File: src/rtl/lsu_misalign_seq.sv
// Load/store sequencer between the LSU and the 64-bit BIU: lane alignment,
// byte selects, two-beat splitting of 8-byte-crossing accesses and load merge.
module lsu_misalign_seq #(
    parameter int AW = 64,
    parameter int DW = 64
) (
    input  logic          clk,
    input  logic          rst_n,
    input  logic          req_valid,
    output logic          req_ready,
    input  logic          req_write,
    input  logic          req_unsign,
    input  logic [3:0]    req_size,
    input  logic [AW-1:0] req_addr,
    input  logic [DW-1:0] req_wdata,
    output logic          rsp_valid,
    output logic [DW-1:0] rsp_rdata,
    output logic          rsp_err,
    output logic          biu_valid,
    input  logic          biu_ready,
    output logic          biu_write,
    output logic [AW-1:0] biu_addr,
    output logic [7:0]    biu_bsel,
    output logic [DW-1:0] biu_wdata,
    input  logic          biu_rvalid,
    input  logic [DW-1:0] biu_rdata,
    input  logic          biu_err
);

    typedef enum logic [2:0] {IDLE, B0, W0, B1, W1, RESP} state_e;

    state_e        state_q;
    logic          write_q, unsign_q, split_q, err_q;
    logic [3:0]    size_q;
    logic [2:0]    off_q;
    logic [DW-1:0] wdata_q, rdata0_q;

    logic          req_ready_q, rsp_valid_q, rsp_err_q;
    logic [DW-1:0] rsp_rdata_q;
    logic          biu_valid_q, biu_write_q;
    logic [AW-1:0] biu_addr_q;
    logic [7:0]    biu_bsel_q;
    logic [DW-1:0] biu_wdata_q;

    function automatic logic is_onehot4(input logic [3:0] s);
        return (s != 4'b0) && ((s & (s - 4'd1)) == 4'b0);
    endfunction

    function automatic logic [3:0] size_bytes(input logic [3:0] s);
        case (s)
            4'b0001: return 4'd1;
            4'b0010: return 4'd2;
            4'b0100: return 4'd4;
            default: return 4'd8;
        endcase
    endfunction

    function automatic logic [7:0] size_mask(input logic [3:0] s);
        case (s)
            4'b0001: return 8'h01;
            4'b0010: return 8'h03;
            4'b0100: return 8'h0F;
            default: return 8'hFF;
        endcase
    endfunction

    // Lane shifts over a 16-byte window: low half is beat 0, high half beat 1.
    logic [3:0]      sz_sel;
    logic [2:0]      off_sel;
    logic [DW-1:0]   wd_sel;
    logic [15:0]     bsel_d;
    logic [2*DW-1:0] lanes_d;
    logic            split_d;

    assign sz_sel  = (state_q == IDLE) ? req_size      : size_q;
    assign off_sel = (state_q == IDLE) ? req_addr[2:0] : off_q;
    assign wd_sel  = (state_q == IDLE) ? req_wdata     : wdata_q;
    assign bsel_d  = {8'h00, size_mask(sz_sel)} << off_sel;
    assign lanes_d = {{DW{1'b0}}, wd_sel} << {off_sel, 3'b000};
    assign split_d = ({1'b0, req_addr[2:0]} + size_bytes(req_size)) > 4'd8;

    // In W0 the upper beat is absent (zero); in W1 beat 0 comes from rdata0_q.
    logic [DW-1:0] ld_t, ld_ext;
    assign ld_t = DW'(((state_q == W1) ? {biu_rdata, rdata0_q}
                                       : {{DW{1'b0}}, biu_rdata}) >> {off_q, 3'b000});

    always_comb begin
        ld_ext = ld_t;
        case (size_q)
            4'b0001: ld_ext = {{(DW-8){~unsign_q & ld_t[7]}},   ld_t[7:0]};
            4'b0010: ld_ext = {{(DW-16){~unsign_q & ld_t[15]}}, ld_t[15:0]};
            4'b0100: ld_ext = {{(DW-32){~unsign_q & ld_t[31]}}, ld_t[31:0]};
            default: ;
        endcase
    end

    always_ff @(posedge clk or negedge rst_n) begin
        if (!rst_n) begin
            state_q     <= IDLE;
            write_q     <= 1'b0;
            unsign_q    <= 1'b0;
            split_q     <= 1'b0;
            err_q       <= 1'b0;
            size_q      <= 4'b0;
            off_q       <= 3'b0;
            wdata_q     <= '0;
            rdata0_q    <= '0;
            req_ready_q <= 1'b1;
            rsp_valid_q <= 1'b0;
            rsp_err_q   <= 1'b0;
            rsp_rdata_q <= '0;
            biu_valid_q <= 1'b0;
            biu_write_q <= 1'b0;
            biu_addr_q  <= '0;
            biu_bsel_q  <= 8'h00;
            biu_wdata_q <= '0;
        end else begin
            rsp_valid_q <= 1'b0;
            case (state_q)
                IDLE: if (req_valid) begin
                    write_q     <= req_write;
                    unsign_q    <= req_unsign;
                    size_q      <= req_size;
                    off_q       <= req_addr[2:0];
                    wdata_q     <= req_wdata;
                    split_q     <= split_d;
                    err_q       <= 1'b0;
                    req_ready_q <= 1'b0;
                    if (!is_onehot4(req_size)) begin
                        state_q     <= RESP;
                        rsp_valid_q <= 1'b1;
                        rsp_err_q   <= 1'b1;
                        rsp_rdata_q <= '0;
                    end else begin
                        state_q     <= B0;
                        biu_valid_q <= 1'b1;
                        biu_write_q <= req_write;
                        biu_addr_q  <= {req_addr[AW-1:3], 3'b000};
                        biu_bsel_q  <= bsel_d[7:0];
                        biu_wdata_q <= lanes_d[DW-1:0];
                    end
                end
                B0: if (biu_ready) begin
                    biu_valid_q <= 1'b0;
                    state_q     <= W0;
                end
                W0: if (biu_rvalid) begin
                    rdata0_q <= biu_rdata;
                    err_q    <= biu_err;
                    if (biu_err || !split_q) begin
                        state_q     <= RESP;
                        rsp_valid_q <= 1'b1;
                        rsp_err_q   <= biu_err;
                        rsp_rdata_q <= (biu_err || write_q) ? '0 : ld_ext;
                    end else begin
                        state_q     <= B1;
                        biu_valid_q <= 1'b1;
                        biu_addr_q  <= biu_addr_q + AW'(8);
                        biu_bsel_q  <= bsel_d[15:8];
                        biu_wdata_q <= lanes_d[2*DW-1:DW];
                    end
                end
                B1: if (biu_ready) begin
                    biu_valid_q <= 1'b0;
                    state_q     <= W1;
                end
                W1: if (biu_rvalid) begin
                    state_q     <= RESP;
                    rsp_valid_q <= 1'b1;
                    rsp_err_q   <= err_q | biu_err;
                    rsp_rdata_q <= (err_q || biu_err || write_q) ? '0 : ld_ext;
                end
                RESP: begin
                    req_ready_q <= 1'b1;
                    state_q     <= IDLE;
                end
                default: state_q <= IDLE;
            endcase
        end
    end

    assign req_ready = req_ready_q;
    assign rsp_valid = rsp_valid_q;
    assign rsp_rdata = rsp_rdata_q;
    assign rsp_err   = rsp_err_q;
    assign biu_valid = biu_valid_q;
    assign biu_write = biu_write_q;
    assign biu_addr  = biu_addr_q;
    assign biu_bsel  = biu_bsel_q;
    assign biu_wdata = biu_wdata_q;

endmodule
File: config.mk
export PLATFORM = sky130hd
export DESIGN_NAME = lsu_misalign_seq
export DESIGN_NICKNAME = d
export VERILOG_FILES = /design/src/rtl/lsu_misalign_seq.sv
export SDC_FILE = /design/constraint.sdc
export NUM_CORES = 1
export LEC_CHECK = 0
export BUFFER_PORTS_ARGS = -buffer_cell sky130_fd_sc_hd__buf_2
export CAP_MARGIN = 10
export CELL_PAD_IN_SITES_DETAIL_PLACEMENT = 1
export CELL_PAD_IN_SITES_GLOBAL_PLACEMENT = 1
export CORE_ASPECT_RATIO = 0.8
export CORE_UTILIZATION = 35
export CTS_BUF_LIST = sky130_fd_sc_hd__clkbuf_8 sky130_fd_sc_hd__clkbuf_16
export DETAILED_ROUTE_END_ITERATION = 7
export PLACE_DENSITY_LB_ADDON = 0.1
export REMOVE_ABC_BUFFERS = 1
export SLEW_MARGIN = 5
export SYNTH_ARGS = -nofsm -noshare
export SYNTH_HDL_FRONTEND = slang
export SYNTH_SLANG_ARGS = --single-unit
export TNS_END_PERCENT = 30
File: constraint.sdc
create_clock -name clk -period 4.01 [get_ports clk]
set_clock_uncertainty 0.1 [all_clocks]
set_input_delay 0.401 -clock clk [delete_from_list [all_inputs] [get_ports clk]]
set_output_delay 0.401 -clock clk [all_outputs]
set_load 0.1 [all_outputs]
==> results.sh <==
export IMPL_drv_slew=0
export IMPL_worstMarginPinSlew_ns=0.908
export IMPL_reg2regPathDepth=8
export IMPL_num_fill_cells=7562
export IMPL_cts_sinks=344
export IMPL_critPathLaunch="state_q[0]$_DFFE_PN0P_"
export IMPL_syn_inst=2447
export IMPL_layout_nets=3039
export IMPL_hold_viol=0
export IMPL_cts_tree="built"
export IMPL_crit_arrival_ns=3.85
export IMPL_ys_seq_area_frac=0.365
export IMPL_vias_per_cell=6.01
export IMPL_post_route_period_util=0.869
export IMPL_slew_headroom=0.395
export IMPL_wl_met3_mm=6.04
export IMPL_async_reset_ff_frac=1.00
export IMPL_core_mm2=0.0662
export IMPL_place_congestion=0.844
export IMPL_die_h_um=234
export IMPL_rsz0062_at_grt="false"
export IMPL_num_rows=84
export IMPL_finalSetupViolCount=0
export IMPL_numCtsBuffers=44
export IMPL_cts_clk_slew_worst_paths_ns=0.06
export IMPL_routedWlPerCell_um=25.4
export IMPL_whs_ns=0.0353
export IMPL_drv_cap=0
export IMPL_netlist_area_mm2=0.0236
export IMPL_io_buffers=405
export IMPL_timing_reg2reg_setup_slack_ns=0.52
export IMPL_area_delta_synth_final_pct=22.3
export IMPL_mostFrequentLayoutCells="buf_2 (403), dfrtp_1 (340), nand2_1 (304)"
export IMPL_cts_max_level=2
export IMPL_top_layer_used="met5"
export IMPL_drtIter0Drc=1518
export IMPL_r2r_end="biu_wdata[3]$_DFFE_PN0P_"
export IMPL_layout_drive_gt1_share=0.303
export IMPL_cts_buffer_depth=3
export IMPL_gr_total_overflow=0
export IMPL_via_count=22400
export IMPL_synth_area_per_cell_um2=9.64
export IMPL_cts_root_buf="clkbuf_16"
export IMPL_yosysWarningCount=0
export IMPL_grt_max_degree=133
export IMPL_post_cts_buffers=0
export IMPL_antenna_found_initial=13
export IMPL_clock_latency_ns=0.58
export IMPL_r2r_start="state_q[0]$_DFFE_PN0P_"
export IMPL_ios=409
export IMPL_ant_nets=0
export IMPL_die_w_um=292
export IMPL_met1_length_mm=42.3
export IMPL_cp_required_ns=4.38
export IMPL_drt_pass1_iterations=8
export IMPL_start_util=0.356
export IMPL_grt_pass1_wl_mm=144
export IMPL_synth_cell_types=85
export IMPL_dr_wl_met2_mm=43.8
export IMPL_violations="design-rule violations"
export IMPL_grt_pass1_vias=22900
export IMPL_synth_edf_count=0
export IMPL_synthFlopType="dfrtp_1"
export IMPL_drcViolationCount=1
export IMPL_ys_seq_elements=344
export IMPL_path_class="register to register"
export IMPL_setup_worst_path_end="biu_wdata[3]$_DFFE_PN0P_"
export IMPL_track_usage=0.271
export IMPL_setup_tns_ns=0
export IMPL_dieArea_mm2=0.0684
export IMPL_crit_path_max_fanout=15
export IMPL_hold_path_class="input pin to register"
export IMPL_wirelength_mm=94.8
export IMPL_final_common_cell="buf_2"
export IMPL_cp_end_kind="register"
export IMPL_period_minus_slack_ns=3.49
export IMPL_dp_hpwl_mm=65.9
export IMPL_outcome="complete, but fails checks"
export IMPL_startpoint_type="register"
export IMPL_fmax_mhz=287
[worst max-delay path, stage by stage, from the launching register on]
cell	delay, ns
dfrtp_1	0.53
buf_4	0.24
nor3_4	0.69
mux2i_4	0.60
buf_12	0.23
mux2_2	0.35
mux2i_1	0.33
o2111ai_1	0.16
o21a_1	0.13
[routing by layer]
layer,vias up,GRT usage
li1,10100,-
met1,11500,0.375
met2,659,0.430
met3,145,0.0473
met4,4,0.0877
met5,-,0
[registers in the layout, summed over array words and instances (netlist names), 3 cells and up]
name,count
rsp_rdata,64
biu_addr,61
biu_bsel,8
biu_wdata,64
rdata0_q,64
off_q,3
wdata_q,64
size_q,4
state_q,3
[synthesized netlist by cell type (all sizes together) (24+ instances only)]
| cell | instances | area, um^2 |
|---|---|---|
| a211oi | 44 | 330 |
| a21oi | 158 | 791 |
| a22o | 36 | 315 |
| a22oi | 24 | 180 |
| a2bb2oi | 25 | 225 |
| a31oi | 44 | 409 |
| buf | 104 | 608 |
| clkbuf | 130 | 488 |
| dfrtp | 343 | 8580 |
| mux2 | 184 | 2070 |
| mux2i | 205 | 2060 |
| mux4 | 55 | 1240 |
| nand2 | 304 | 1140 |
| nand3 | 74 | 370 |
| nand4 | 31 | 194 |
| nor2 | 60 | 240 |
| nor2b | 45 | 282 |
| nor3 | 42 | 236 |
| o211ai | 28 | 210 |
| o21ai | 171 | 856 |
| o22ai | 38 | 238 |
[logic make-up (layout without fill, tap and decap cells)]
family	count (synthesis)	after routing	share of synthesized area
other cells	1	16	0.000159
mux	444	444	0.228
xor+xnor	5	5	0.00186
compound gates	754	754	0.221
flops	344	344	0.365
fa+ha+maj	5	5	0.00297
simple gates	640	640	0.132
buf+inv	254	667	0.0497
[metrics by stage]
step / util / setup WS, ns / cell area (um^2) / cells
finish: 0.436 / 0.523 / 28800 / 3735
global route: 0.435 / 0.344 / 28800 / 3726
CTS: 0.435 / 0.507 / 28800 / 3722
detailed placement: 0.401 / 0.533 / 26500 / 3562
global placement: 0.401 / 0.602 / 26500 / 3562
floorplan: - / -7.99 / 22500 / 2215
[worst min-delay path by stage]
stage                                          from                   endpoint  cells after the start
final                                 biu_rdata[43]   rdata0_q[43]$_DFFE_PN0P_                      2
after global routing                   req_addr[31]   biu_addr[31]$_DFFE_PN0P_                      3
after CTS                             biu_rdata[33]   rdata0_q[33]$_DFFE_PN0P_                      2
after detailed placement  rsp_rdata[10]$_DFFE_PN0P_  rsp_rdata[10]$_DFFE_PN0P_                      2
after global placement    biu_wdata[15]$_DFFE_PN0P_  biu_wdata[15]$_DFFE_PN0P_                      2
after floorplan                               rst_n   biu_addr[10]$_DFFE_PN0P_                      0
[area by class of cell]
class	count	area, um^2	share of cell area
sequential	344	8620	0.299
multi-input combinational	1851	13900	0.482
inverter	20	75.1	0.00260
clock inverter	20	145	0.00503
antenna	13	32.5	0.00113
timing repair buffer	569	3690	0.128
tap	860	1080	0.0373
clock buffer	58	1310	0.0452
[timing repair]
| item | CTS | global route |
|---|---|---|
| hold endpoints to repair | 175 | 0 |
| setup endpoints to repair | 0 | 0 |
| hold buffers | 82 | 0 |
| gates resized for setup | 0 | 0 |
Power is left out: the tool's default activity adds up to more than one toggle a clock period on the data nets, which glitch-free logic cannot reach.
